==> src/rtl/dmmu_stage.sv <==
// Data-side address-translation stage: direct address, DMW window or TLB lookup,
// with a one-entry valid/ready response buffer and a saturating refill-miss counter.
module dmmu_stage #(
   parameter int CNT_W = 16
) (
   input  logic              clk,
   input  logic              reset,
   input  logic              flush,
   input  logic              req_valid,
   output logic              req_ready,
   input  logic [31:0]       req_va,
   input  logic              req_store,
   input  logic              crmd_da,
   input  logic              crmd_pg,
   input  logic [1:0]        crmd_plv,
   input  logic [1:0]        crmd_datm,
   input  logic [31:0]       dmw0,
   input  logic [31:0]       dmw1,
   input  logic [9:0]        csr_asid,
   output logic [18:0]       s1_vppn,
   output logic              s1_va_bit12,
   output logic [9:0]        s1_asid,
   input  logic              s1_found,
   input  logic              s1_d,
   input  logic              s1_v,
   input  logic [5:0]        s1_ps,
   input  logic [19:0]       s1_ppn,
   input  logic [1:0]        s1_plv,
   input  logic [1:0]        s1_mat,
   output logic              rsp_valid,
   input  logic              rsp_ready,
   output logic [31:0]       rsp_pa,
   output logic [1:0]        rsp_mat,
   output logic              rsp_ex,
   output logic [5:0]        rsp_ecode,
   output logic [CNT_W-1:0]  miss_cnt
);

   typedef enum logic {
      EMPTY = 1'b0,
      FULL  = 1'b1
   } state_t;

   localparam logic [5:0] ECODE_PIL  = 6'h01;
   localparam logic [5:0] ECODE_PIS  = 6'h02;
   localparam logic [5:0] ECODE_PME  = 6'h04;
   localparam logic [5:0] ECODE_PPI  = 6'h07;
   localparam logic [5:0] ECODE_TLBR = 6'h3F;

   state_t      state;
   state_t      state_nxt;
   logic        accept;
   logic        dmw0_hit;
   logic        dmw1_hit;
   logic [31:0] x_pa;
   logic [1:0]  x_mat;
   logic        x_ex;
   logic [5:0]  x_ecode;
   logic        x_tlbr;

   // A window only matches at PLV0 or PLV3, each gated by its own enable bit.
   function automatic logic dmw_hit(input logic [31:0] dmw,
                                    input logic [1:0]  plv,
                                    input logic [2:0]  vseg);
      logic plv_en;
      case (plv)
         2'd0:    plv_en = dmw[0];
         2'd3:    plv_en = dmw[3];
         default: plv_en = 1'b0;
      endcase
      return plv_en && (dmw[31:29] == vseg);
   endfunction

   assign s1_vppn     = req_va[31:13];
   assign s1_va_bit12 = req_va[12];
   assign s1_asid     = csr_asid;

   assign dmw0_hit  = dmw_hit(dmw0, crmd_plv, req_va[31:29]);
   assign dmw1_hit  = dmw_hit(dmw1, crmd_plv, req_va[31:29]);
   assign rsp_valid = (state == FULL);
   // Reset empties the buffer, so the stage reports ready while reset is held.
   assign req_ready = !flush && (reset || !rsp_valid || rsp_ready);
   assign accept    = req_valid && req_ready && !reset;

   // Translation of the current request; exceptions report the VA and MAT 0.
   always_comb begin
      x_pa    = req_va;
      x_mat   = 2'b00;
      x_ex    = 1'b0;
      x_ecode = 6'h00;
      x_tlbr  = 1'b0;
      if (crmd_da) begin
         x_mat = crmd_datm;
      end else if (crmd_pg && dmw0_hit) begin
         x_pa  = {dmw0[27:25], req_va[28:0]};
         x_mat = dmw0[5:4];
      end else if (crmd_pg && dmw1_hit) begin
         x_pa  = {dmw1[27:25], req_va[28:0]};
         x_mat = dmw1[5:4];
      end else if (!s1_found) begin
         x_ex    = 1'b1;
         x_ecode = ECODE_TLBR;
         x_tlbr  = 1'b1;
      end else if (!s1_v) begin
         x_ex    = 1'b1;
         x_ecode = req_store ? ECODE_PIS : ECODE_PIL;
      end else if (crmd_plv > s1_plv) begin
         x_ex    = 1'b1;
         x_ecode = ECODE_PPI;
      end else if (req_store && !s1_d) begin
         x_ex    = 1'b1;
         x_ecode = ECODE_PME;
      end else begin
         x_mat = s1_mat;
         if (s1_ps == 6'd12) begin
            x_pa = {s1_ppn, req_va[11:0]};
         end else begin
            x_pa = {s1_ppn[19:10], req_va[21:0]};
         end
      end
   end

   // Buffer next state; flush overrides every other transition.
   always_comb begin
      state_nxt = state;
      case (state)
         EMPTY: begin
            if (accept) begin
               state_nxt = FULL;
            end else begin
               state_nxt = EMPTY;
            end
         end
         FULL: begin
            if (accept) begin
               state_nxt = FULL;
            end else if (rsp_ready) begin
               state_nxt = EMPTY;
            end else begin
               state_nxt = FULL;
            end
         end
         default: state_nxt = EMPTY;
      endcase
      if (flush) begin
         state_nxt = EMPTY;
      end else begin
         state_nxt = state_nxt;
      end
   end

   // Buffer state register.
   always_ff @(posedge clk) begin
      if (reset) begin
         state <= EMPTY;
      end else begin
         state <= state_nxt;
      end
   end

   // Response payload is captured only on accept, so later CSR/TLB changes cannot disturb it.
   always_ff @(posedge clk) begin
      if (reset) begin
         rsp_pa    <= 32'h0000_0000;
         rsp_mat   <= 2'b00;
         rsp_ex    <= 1'b0;
         rsp_ecode <= 6'h00;
      end else if (accept) begin
         rsp_pa    <= x_pa;
         rsp_mat   <= x_mat;
         rsp_ex    <= x_ex;
         rsp_ecode <= x_ecode;
      end
   end

   // Saturating count of accepted requests that ended in a TLB refill.
   always_ff @(posedge clk) begin
      if (reset) begin
         miss_cnt <= {CNT_W{1'b0}};
      end else if (accept && x_tlbr && (miss_cnt != {CNT_W{1'b1}})) begin
         miss_cnt <= miss_cnt + {{(CNT_W-1){1'b0}}, 1'b1};
      end
   end

endmodule

==> config.mk <==
export PLATFORM = sky130hd
export DESIGN_NAME = dmmu_stage
export DESIGN_NICKNAME = d
export VERILOG_FILES = /design/src/rtl/dmmu_stage.sv
export SDC_FILE = /design/constraint.sdc
export NUM_CORES = 1
export LEC_CHECK = 0
export ABC_AREA = 0
export CAP_MARGIN = 20
export CORE_MARGIN = 2
export CORE_UTILIZATION = 33
export DETAILED_ROUTE_END_ITERATION = 16
export HOLD_SLACK_MARGIN = 0.12
export PLACE_DENSITY_LB_ADDON = 0.08
export SYNTH_ARGS = -nofsm -noshare
export SYNTH_HDL_FRONTEND = slang
export SYNTH_SLANG_ARGS = --single-unit
==> constraint.sdc <==
create_clock -name clk -period 2.5 [get_ports clk]
set_clock_uncertainty 0.05 [all_clocks]
set_input_delay 0.25 -clock clk [delete_from_list [all_inputs] [get_ports clk]]
set_output_delay 0.25 -clock clk [all_outputs]
set_load 0.02 [all_outputs]
# Word level (Yosys, flattened, before mapping)
# Index checks and enable logic that the tools add are counted.
# totals
regBits	58
output_inout_bits	89
# op_classes
n_addsub	1
magnitude_cmp	1
n_eq_ne	5
muxes	40
bitwise_logic	1
reduce_logical	18
# ops
operator	count
$mux 32	7
$mux 6	4
$mux 22	1
$add 16x1->16 const B	1
$mux 2	8
$ne 16x16->1 const B	1
$mux 1	14
$logic_and 1x1->1	10
$mux 3	3
$eq 3x3->1	2
$eq 6x4->1 const B	1
$pmux 1 s2	3
$logic_not 1->1	4
$eq 2x2->1 const B	1
$gt 2x2->1	1
$logic_not 2->1	1
$logic_or 1x1->1	2
$reduce_or 2->1	1
$not 1->1	1

# Logic depth before layout (Yosys ltp)
# logic_depth
word_depth	9
ltp_mapped	9
ltp_nobuf	8

# Least setup slack after synthesis
# No wires, ideal clock.
# synth_timing
path_kind	in2reg
from	input port s1_plv[1]
to	register rsp_pa[22]
setup_time_ns	0.137
arrival_time_ns	1.961
slack_ns	0.352
path_stages	9
path_buffers	1
cell_sequence	inv_1 > ha_1 > nor2b_4 > a2bb2oi_2 > or2_1 > buf_6 > nor4_4 > mux2i_1 > a211oi_1
# synth_via
elab_chain_cells	7
# synth_lines
element	line	rtl
start, declared	28	input logic [1:0] s1_plv,
$gt 2x2->1	107	end else if (crmd_plv > s1_plv) begin
$mux 32	107	
$mux 32	104	end else if (!s1_v) begin
$mux 32	100	end else if (!s1_found) begin
$mux 32	97	end else if (crmd_pg && dmw1_hit) begin
$mux 32	94	end else if (crmd_pg && dmw0_hit) begin
$mux 32	92	if (crmd_da) begin
end signal, assigned	169	rsp_pa <= x_pa;
end, declared	32	output logic [31:0] rsp_pa,
# No other way between the ends.
# A chain may end at the register's enable or synchronous reset.

# Final worst setup path
# layout_timing
from	input port crmd_plv[1]
to	register miss_cnt[7]
# layout_via
elab_chain_cells	9
# layout_lines
element	line	rtl
start, declared	15	input logic [1:0] crmd_plv,
$eq 2x2->1 / $logic_not 2->1 (equally long branches)	66	case (plv)
$pmux 1 s2	66	
$logic_and 1x1->1	71	return plv_en && (dmw[31:29] == vseg);
$logic_and 1x1->1	97	
$mux 1	97	
$mux 1 (*)	94	
$mux 1 (*)	92	
$logic_and 1x1->1 (*) (2 in a row)	180	end else if (accept && x_tlbr && (miss_cnt != {CNT_W{1'b1}})) begin
end signal, assigned	179	miss_cnt <= {CNT_W{1'b0}};
end signal, assigned	181	miss_cnt <= miss_cnt + {{(CNT_W-1){1'b0}}, 1'b1};
end, declared	36	output logic [CNT_W-1:0] miss_cnt
# Mark *: on every way between the ends. The rest lies on a longest branch, timed or not.

==> impl_results.md <==
- Status: completed
- Fin. Hold Viols: 0
- Final wirelength: 8.77 mm
- Post-Syn Area: 3020 um2
- Die Wd: 99.7 um
- Post-Layout Cell Count: between 600 and 700
- Post_cts resized: 0
- Post-synthesis sequential area ratio: 0.371
- DIE AREA: around 10000 um2
- Max Transition Viols Final: 0
- Post-route minimum period: between 2 and 2.5 ns
- Post-synthesis cell count: about 370
- Critical path data required time: roughly 2.7 ns
- DR WL/cell: around 14 um
- Fill count: between 800 and 900
- Synth Net Count: ~520
- Worst Hold Slack: approximately 0.23 ns
- Post-Synth XOR/XNOR Area: 0.0232
- Vias/cell: between 4 and 5
- CTS Root Cell: clkbuf_8
- TritonRoute pass-1 iters: 4
- Multi-input gate area: 1540 um2
- Drt drc: 0
- Crit Path Max Fanout: 24
- First-pass GRT wire length: about 14 mm
- Postcts setup bufs: 0
- Clk pin slew, worst setup/hold paths: around 0.10 ns
- Antenna violations before repair: 0
- CTS Sinks: 56
- Port bufs: 175
- # H-tree levels: 2
- Post-synthesis mux area share: 0.0596
- Final HPWL DP: between 6 and 7 mm
- Area Growth Syn to Fin: 59.6%
- Share of cells above drive strength 1: 0.0603
- Worst slew pin tran: approximately 0.59 ns
- Synth Area in Compound Gates: 0.198
- Worst Setup Slack, final: 0.239 ns
- CP Class: input port to flip-flop
- Worst EP arrival: approximately 2.5 ns
- Via count: slightly above 3000
- Antenna viol nets, final: 0
- Worst hold-check path type: input port to flip-flop
- Largest family of logic cells by synthesized area: simple AND/OR/NAND/NOR gates
- Final net count: 670
- CTS Buf Count: 5
- Diode count: 0
- Hold-fix buffers, CTS: 0
- Simple-gate share of the synthesized area: 0.207
- CP Launch Type: input port
- Num ports: 240
- Setup Viol. Count Final: 0
- Avg Cell Area, Syn: 8.23 um2
- CORE AREA: 8810 um2
- Starting DRT DRC Count: 54
- Starting density of the core: 0.343
- Slew margin rel.: 0.609
- Synth unique cells: 43
- Sequential cell area: between 1000 and 1500 um2
- RSZ-0062 raised after global routing: no
- CTS tree: done
- Final worst-path cycle share: 0.905
- CP endpoint kind: flip-flop
- Grt total ovfl: 0
- Clock Path Buffers: 2
- Cells after DPL: approximately 620
- Static leakage: between 1.5 and 2 nW
- Worst skew pair latency: 0.30 ns
- Number of max-cap violations: 0
- Routability cong.: about 0.74
- GRT Util Overall: 0.173
- Post-Synth Adder-Cell Area: 0.0207
- Pwr dens: between 300 and 400 nW/um2
- Synthesized flop and latch total: 56
- Die height: 99.7 um
- Largest net degree at the start of global routing: 57
- Cell row count: 34
- Pre-CTS setup slack: -0.0884 ns
- Synth warn: 0
- Vias in the first global route: a little over 3000
- Max VDD drop: just under 0.2 mV
- Fmax: 442 MHz
## power by group
part           total, mW  internal, mW  switching, mW
Sequential         0.932         0.918         0.0138
Combinational      0.476         0.278          0.198
Clock              0.514         0.222          0.292
## cell usage in the layout (no fill, tap or decap), drive strengths merged, types with 5 or more instances in the layout
cell type      netlist  routed
a211oi              20      20
a21oi               35      35
and3                 7       7
buf                 36      18
clkbuf              16       6
clkdlybuf4s50        0     174
dfxtp               56      56
ha                   5       5
inv                 10      10
mux2i               18      18
nand2               36      36
nand2b               7       7
nand3               11      11
nor2                36      36
o21ai               11      11
or3                  8       8
xnor2                5       5
## metal layers
layer / up-vias / track usage / wire length (um)
met2: 100 / 0.302 / 4270
met4: 0 / 0.0632 / 184
met3: 15 / 0.0520 / 665
met1: 1380 / 0.199 / 3650
met5: - / 0 / 0
li1: 1561 / - / -
## cell families after synthesis
| group | Yosys count |
|---|---|
| XOR/XNOR | 8 |
| AO/OA/AOI/OAI | 92 |
| buffers and inverters | 62 |
| flip-flops | 56 |
| multiplexers | 18 |
| adder cells (fa/ha/maj) | 5 |
| AND/OR/NAND/NOR | 126 |
## area by class of cell
type                            count  share of cell area
Clock buffer                        6              0.0171
Clock inverter                      1             0.00182
Inverter                           10             0.00778
Multi-Input combinational cell    249               0.319
Sequential cell                    56               0.232
Tap cell                          108              0.0280
Timing Repair Buffer              192               0.394
## sequential cells by signal, summed over array words and instances (netlist names)
signal,count
rsp_ex,1
rsp_mat,2
miss_cnt,16
rsp_valid,1
rsp_pa,32
rsp_ecode,4
## worst max-delay path: stages
cell and delay, ns:
clkdlybuf4s50_1 0.52, inv_1 0.06, ha_1 0.19, a22o_1 0.18, nand2_1 0.16, o211ai_1 0.09
nand3b_1 0.20, buf_12 0.18, or4_1 0.46, a21oi_1 0.16
## cell usage after synthesis (all sizes together)
library cell	count	area (um2)
a22oi	4	30.0
or2	2	12.5
inv	10	37.5
ha	5	62.6
or3	8	50.1
a21oi	35	175
buf	36	265
o2bb2ai	3	26.3
a211oi	20	150
o22ai	2	12.5
o311a	3	30.0
and3	7	43.8
xor2	3	26.3
a31o	1	8.76
o21ai	11	55.1
a221oi	2	17.5
clkbuf	16	60.1
nor4	1	21.3
nor3	4	20.0
a22o	1	8.76
dfxtp	56	1120
nand2	36	135
a2bb2oi	1	15.0
or4	4	30.0
o211ai	1	7.51
nor2	36	135
nor3b	1	12.5
nand3b	1	7.51
o31ai	4	30.0
a21boi	1	7.51
nand4b	1	8.76
o2111ai	1	8.76
nand2b	7	43.8
nor2b	3	26.3
a21o	2	15.0
nand3	11	55.1
xnor2	5	43.8
mux2i	18	180
nand4	4	25.0
## worst paths after layout
path / from / to / slack (ns) / cells past startpoint
hold reg to reg: rsp_pa[8]$_SDFFE_PP0P_ / rsp_pa[8]$_SDFFE_PP0P_ / 0.41 / 2
setup reg to reg: miss_cnt[0]$_SDFFE_PP0P_ / miss_cnt[7]$_SDFFE_PP0P_ / 0.44 / 7
setup / recovery: crmd_plv[1] / miss_cnt[7]$_SDFFE_PP0P_ / 0.24 / 10
hold / removal: reset / rsp_valid$_SDFF_PP0_ / 0.23 / 3
## per-stage QoR
stage / TNS [ns] / total power [mW] / area (um2) / util
after global placement: -0.247 / 1.43 / 4730 / 0.537
after global routing: 0 / 2.02 / 4820 / 0.548
final: 0 / 1.92 / 4820 / 0.548
after CTS: 0 / 1.95 / 4820 / 0.548
after detailed placement: -0.602 / 1.43 / 4730 / 0.537
after floorplan: 0 / 1.19 / 3020 / -
Note: power is estimated with default switching activity, not from simulation.
